$ cat config.mk
export PLATFORM = sky130hd
export DESIGN_NAME = vote_collector_flat
export DESIGN_NICKNAME = d
export VERILOG_FILES = /design/src/rtl/vote_collector_if.sv /design/src/rtl/vote_collector.sv /design/src/flat_wrapper.sv
export SDC_FILE = /design/constraint.sdc
export NUM_CORES = 1
export LEC_CHECK = 0
export ABC_AREA = 1
export BUFFER_PORTS_ARGS = -buffer_cell sky130_fd_sc_hd__buf_2
export CAP_MARGIN = 20
export CORE_ASPECT_RATIO = 1.2
export CORE_MARGIN = 4
export CORE_UTILIZATION = 35
export CTS_CLUSTER_SIZE = 16
export DETAILED_ROUTE_END_ITERATION = 6
export GPL_ROUTABILITY_DRIVEN = 0
export REMOVE_ABC_BUFFERS = 1
export SYNTH_ARGS = -nofsm -noshare
export SYNTH_HDL_FRONTEND = slang
export SYNTH_SLANG_ARGS = --single-unit
export TNS_END_PERCENT = 100
$ cat constraint.sdc
create_clock -name clk -period 1.3 [get_ports clk]
set_input_delay 0.26 -clock clk [delete_from_list [all_inputs] [get_ports clk]]
set_output_delay 0.26 -clock clk [all_outputs]
set_load 0.03 [all_outputs]
$ cat src/rtl/vote_collector_if.sv
// Handshake bundle between the serial vote source, the collector and the majority stage.
// The collector sits on the slave side; the feeder/consumer pair drives the master side.
interface vote_collector_if #(
    parameter int NUM_VOTES = 5
);
    logic                 in_valid;
    logic                 in_ready;
    logic                 in_bit;
    logic                 in_sof;
    logic                 out_valid;
    logic                 out_ready;
    logic [NUM_VOTES-1:0] out_votes;
    logic                 frame_err;

    modport master (
        output in_valid, in_bit, in_sof, out_ready,
        input  in_ready, out_valid, out_votes, frame_err
    );

    modport slave (
        input  in_valid, in_bit, in_sof, out_ready,
        output in_ready, out_valid, out_votes, frame_err
    );
endinterface

$ cat src/rtl/vote_collector.sv
// Serial-to-parallel vote collector: packs NUM_VOTES single-bit votes (first vote in bit 0)
// into one word for the majority stage, realigning on start-of-frame.
module vote_collector #(
    parameter int NUM_VOTES   = 5,
    parameter bit REQUIRE_SOF = 1'b0
) (
    input  logic          clk,
    input  logic          rst,
    vote_collector_if.slave bus
);
    localparam int            CW        = (NUM_VOTES > 1) ? $clog2(NUM_VOTES) : 1;
    localparam logic [CW-1:0] CNT_FIRST = (NUM_VOTES > 1) ? CW'(1) : CW'(0);
    localparam logic [CW-1:0] CNT_LAST  = CW'(NUM_VOTES - 1);

    typedef enum logic [1:0] {
        IDLE    = 2'd0,
        COLLECT = 2'd1,
        FULL    = 2'd2
    } state_t;

    // A single-vote frame is complete as soon as its first bit lands.
    localparam state_t FIRST_DONE = (NUM_VOTES == 1) ? FULL : COLLECT;

    state_t               r_state;
    state_t               w_next_state;
    logic [CW-1:0]        r_cnt;
    logic [NUM_VOTES-1:0] r_votes;
    logic                 r_out_valid;
    logic                 r_frame_err;

    logic w_in_ready;
    logic w_accept;
    logic w_handoff;
    logic w_sof_ok;
    logic w_restart;
    logic w_append;
    logic w_realign;

    assign w_accept  = bus.in_valid & w_in_ready;
    assign w_handoff = r_out_valid & bus.out_ready;
    assign w_sof_ok  = bus.in_sof | ~REQUIRE_SOF;
    assign w_realign = w_accept & (r_state == COLLECT) & bus.in_sof;
    assign w_append  = w_accept & (r_state == COLLECT) & ~bus.in_sof;
    assign w_restart = w_accept & (bus.in_sof | ((r_state != COLLECT) & ~REQUIRE_SOF));

    // NOTE: sequential state is written with <= so every flop samples pre-edge values.
    always_ff @(posedge clk) begin
        if (rst) r_state <= IDLE;
        else     r_state <= w_next_state;
    end

    // NOTE: default assignment first so no path through the case infers a latch.
    always_comb begin
        w_next_state = r_state;
        case (r_state)
            IDLE: begin
                if (w_accept && w_sof_ok) w_next_state = FIRST_DONE;
            end
            COLLECT: begin
                if (w_accept) begin
                    if (bus.in_sof)              w_next_state = FIRST_DONE;
                    else if (r_cnt == CNT_LAST)  w_next_state = FULL;
                end
            end
            FULL: begin
                if (w_handoff) w_next_state = (w_accept && w_sof_ok) ? FIRST_DONE : IDLE;
            end
            default: w_next_state = IDLE;
        endcase
    end

    // Only FULL lets backpressure from the majority stage reach the serial side.
    always_comb begin
        w_in_ready = 1'b1;
        if (rst)                  w_in_ready = 1'b0;
        else if (r_state == FULL) w_in_ready = bus.out_ready;
    end

    always_ff @(posedge clk) begin
        if (rst) begin
            r_cnt       <= '0;
            r_votes     <= '0;
            r_out_valid <= 1'b0;
            r_frame_err <= 1'b0;
        end else begin
            r_out_valid <= (w_next_state == FULL);
            r_frame_err <= w_realign;
            if (w_restart) begin
                r_votes[0] <= bus.in_bit;
                r_cnt      <= CNT_FIRST;
            end else if (w_append) begin
                for (int i = 0; i < NUM_VOTES; i++) begin
                    if (r_cnt == CW'(i)) r_votes[i] <= bus.in_bit;
                end
                r_cnt <= (r_cnt == CNT_LAST) ? '0 : r_cnt + 1'b1;
            end
        end
    end

    assign bus.in_ready  = w_in_ready;
    assign bus.out_valid = r_out_valid;
    assign bus.out_votes = r_votes;
    assign bus.frame_err = r_frame_err;
endmodule

$ cat src/flat_wrapper.sv
// flat-port wrapper written by rule: the top's interface ports become plain ports
module vote_collector_flat 
#(
    parameter int NUM_VOTES   = 5,
    parameter bit REQUIRE_SOF = 1'b0
)
  (clk, rst, bus_in_valid, bus_in_bit, bus_in_sof, bus_out_ready, bus_in_ready, bus_out_valid, bus_out_votes, bus_frame_err);
  vote_collector_if #(.NUM_VOTES(NUM_VOTES)) bus_i ();
  input  logic clk;
  input  logic rst;
  input wire logic [$bits(bus_i.in_valid)-1:0] bus_in_valid;
  input wire logic [$bits(bus_i.in_bit)-1:0] bus_in_bit;
  input wire logic [$bits(bus_i.in_sof)-1:0] bus_in_sof;
  input wire logic [$bits(bus_i.out_ready)-1:0] bus_out_ready;
  output wire logic [$bits(bus_i.in_ready)-1:0] bus_in_ready;
  output wire logic [$bits(bus_i.out_valid)-1:0] bus_out_valid;
  output wire logic [$bits(bus_i.out_votes)-1:0] bus_out_votes;
  output wire logic [$bits(bus_i.frame_err)-1:0] bus_frame_err;
  assign bus_i.in_valid = bus_in_valid;
  assign bus_i.in_bit = bus_in_bit;
  assign bus_i.in_sof = bus_in_sof;
  assign bus_i.out_ready = bus_out_ready;
  assign bus_in_ready = bus_i.in_ready;
  assign bus_out_valid = bus_i.out_valid;
  assign bus_out_votes = bus_i.out_votes;
  assign bus_frame_err = bus_i.frame_err;
  vote_collector #(.NUM_VOTES(NUM_VOTES), .REQUIRE_SOF(REQUIRE_SOF)) u_core (.clk(clk), .rst(rst), .bus(bus_i));
endmodule
==> reports/qor.yml <==
total_power_uw: 788
die_y_um: 55.0
grt.total_usage_pct: 12.3
status: "finished clean"
tritoncts: "built"
clock_skew_ns: 0.00449
start_util_pct: 38.2
syn_area_um2: 643
num_io_pins: 14
start_kind: "flop"
worstPathRequired_ns: 1.04
dp_hpwl_um: 996
coreArea_um2: 1680
synth-seq-cells: 12
grt_start_max_net_pins: 13
postLayoutSetupSlackWorst_ns: 0.0535
seq_area_frac_synth_pct: 37.4
grt_overflow: 0
placed_cells: 119
setup-violations-final: 0
via_per_inst: 4.90
fin_util_pct: 48.2
diodes: 0
min_path_type: "primary input to flop"
path_clk_slew_ns: 0.08
place_ws_ns: 0.0313
syn_area_per_cell_um2: 7.23
clock_sinks: 12
drt_iter0_drc: 3
ir_worst_vdd_mv: 0.562
worstReg2RegStart: "u_core.r_cnt[0]$_SDFFE_PP0P_"
worstSetupPathType: "flop to primary output"
grt_pass1_wl_um: 2190
clk_latency_ns: 0.28
report.final.slew_viol_count: 0
vias: 612
rows: 16
min_period_ns: 1.25
drive_above_1_share_pct: 29.9
crit_start: "u_core.r_state[0]$_SDFF_PP0_"
io_buffers: 13
cts.path.max_buffers: 2
ant_nets: 0
dr.pass1.iters: 2
crit_arrival_ns: 0.99
worst_pin_slew_ns: 0.247
cp_max_fo: 3
cts_buffers: 3
drcViolationCount: 0
drv_cap: 0
yosys_warnings: 0
grt_pass1_vias: 543
hold_viol_final: 0
fin_nets: 119
dieArea_um2: 2590
power.density_nw_per_um2: 972
antenna_found_initial: 0
instances_no_fill: 125
rsz0062_at_grt: "false"
hold_buffers: 0
wl_per_cell_um: 11.1
period_share_pct: 95.9
die_w_um: 47.1
fmax_mhz: 802
synthCells: 89
p_leak_nw: 0.379
min_from: "rst"
wirelength_um: 1390
ys_types: 15
cp-end-kind: "primary output"
htreeDepth: 1
nFillCells: 189
slew_headroom_pct: 83.3
areaGrowthSynthToFinish_pct: 26.1
cts_root_buf: "clkbuf_4"
placed cells by master (no fill, tap or decap), types with 2 or more instances in the layout:
master,netlist,final
a21oi_1,11,10
buf_2,1,12
buf_4,0,2
clkbuf_4,0,3
dfxtp_1,12,9
dfxtp_2,0,2
ha_1,5,4
inv_1,13,11
inv_2,0,2
nand2_1,14,13
nand2_2,1,2
nand3_1,7,7
nor2_1,16,15
nor2_4,1,2
o21ai_0,4,4
cells by family after synthesis:
group                      share of synthesized area (%)
DFF                                                 37.4
buffers and inverters                               10.1
AOI/OAI and AO/OA                                   12.8
and+or+nand+nor                                     30.0
adders and majority gates                           9.73
Yosys cell counts:
cell type | count | area, µm²
buf_2 | 1 | 5.00
nand2_1 | 14 | 52.6
nor2_1 | 16 | 60.1
dfxtp_1 | 12 | 240
inv_1 | 13 | 48.8
nand4_1 | 1 | 6.26
buf_6 | 1 | 11.3
nor2_4 | 1 | 11.3
a21oi_1 | 11 | 55.1
nand4_4 | 1 | 21.3
a22oi_1 | 1 | 7.51
nand2_2 | 1 | 6.26
o21ai_0 | 4 | 20.0
ha_1 | 5 | 62.6
nand3_1 | 7 | 35.0
critical path, stage by stage, from the launching register on:
cell     delay (ns)
dfxtp_4        0.36
nor2_2         0.04
a21oi_2        0.16
buf_6          0.15
sequential cells by signal, summed over array words and instances, names as in the netlist:
| signal | count |
|---|---|
| u_core.bus.out_votes | 5 |
| u_core.r_cnt | 3 |
| u_core.r_state | 2 |
| u_core.bus.frame_err | 1 |
| u_core.bus.out_valid | 1 |
where the power goes:
group,total [mW],internal [mW],switching [mW]
logic,0.105,0.0404,0.0647
registers,0.383,0.376,0.00716
clock network,0.300,0.170,0.129
total,0.788,0.587,0.201
metrics by stage:
step	area (µm²)	hold slack, ns	TNS [ns]
global route	811	0.186	0
detailed placement	722	0.464	0
floorplan	627	0.329	-0.0699
finish	811	0.181	0
global placement	722	0.463	0
CTS	771	0.177	0
per-layer routing:
layer | track usage (%) | part of all wire, % | up-vias
met2 | 19.9 | 51 | 11
met5 | 0 | 0 | -
met3 | 3.24 | 4.6 | 5
li1 | - | - | 322
met1 | 13.9 | 42 | 274
met4 | 8.29 | 2.2 | 0
path summary, 6_finish.rpt:
| path | endpoint | depth (start not counted) | slack (ns) |
|---|---|---|---|
| worst min register to register | u_core.bus.out_votes[0]$_SDFFE_PP0P_ | 2 | 0.48 |
| worst min-delay path | u_core.r_state[1]$_SDFF_PP0_ | 2 | 0.18 |
| worst max-delay path | bus_in_ready | 3 | 0.05 |
| worst max register to register | u_core.r_cnt[2]$_SDFFE_PP0P_ | 5 | 0.10 |
layout make-up:
| class | count | area, µm² | area share [%] |
|---|---|---|---|
| sequential | 12 | 246 | 30.4 |
| clock buffer | 4 | 36.3 | 4.48 |
| tap | 18 | 22.5 | 2.78 |
| timing repair buffer | 15 | 86.3 | 10.6 |
| inverter | 13 | 48.8 | 6.02 |
| multi-input combinational | 63 | 370 | 45.7 |
timing repair:
item | 4_1_cts | 5_1_grt
gates cloned | 0 | 1
gates resized for setup | 5 | 9
pin swaps | 0 | 4
buffers inserted | 0 | 1
setup endpoints to repair | 1 | 7
No activity file was read; power rests on OpenSTA's default activity.
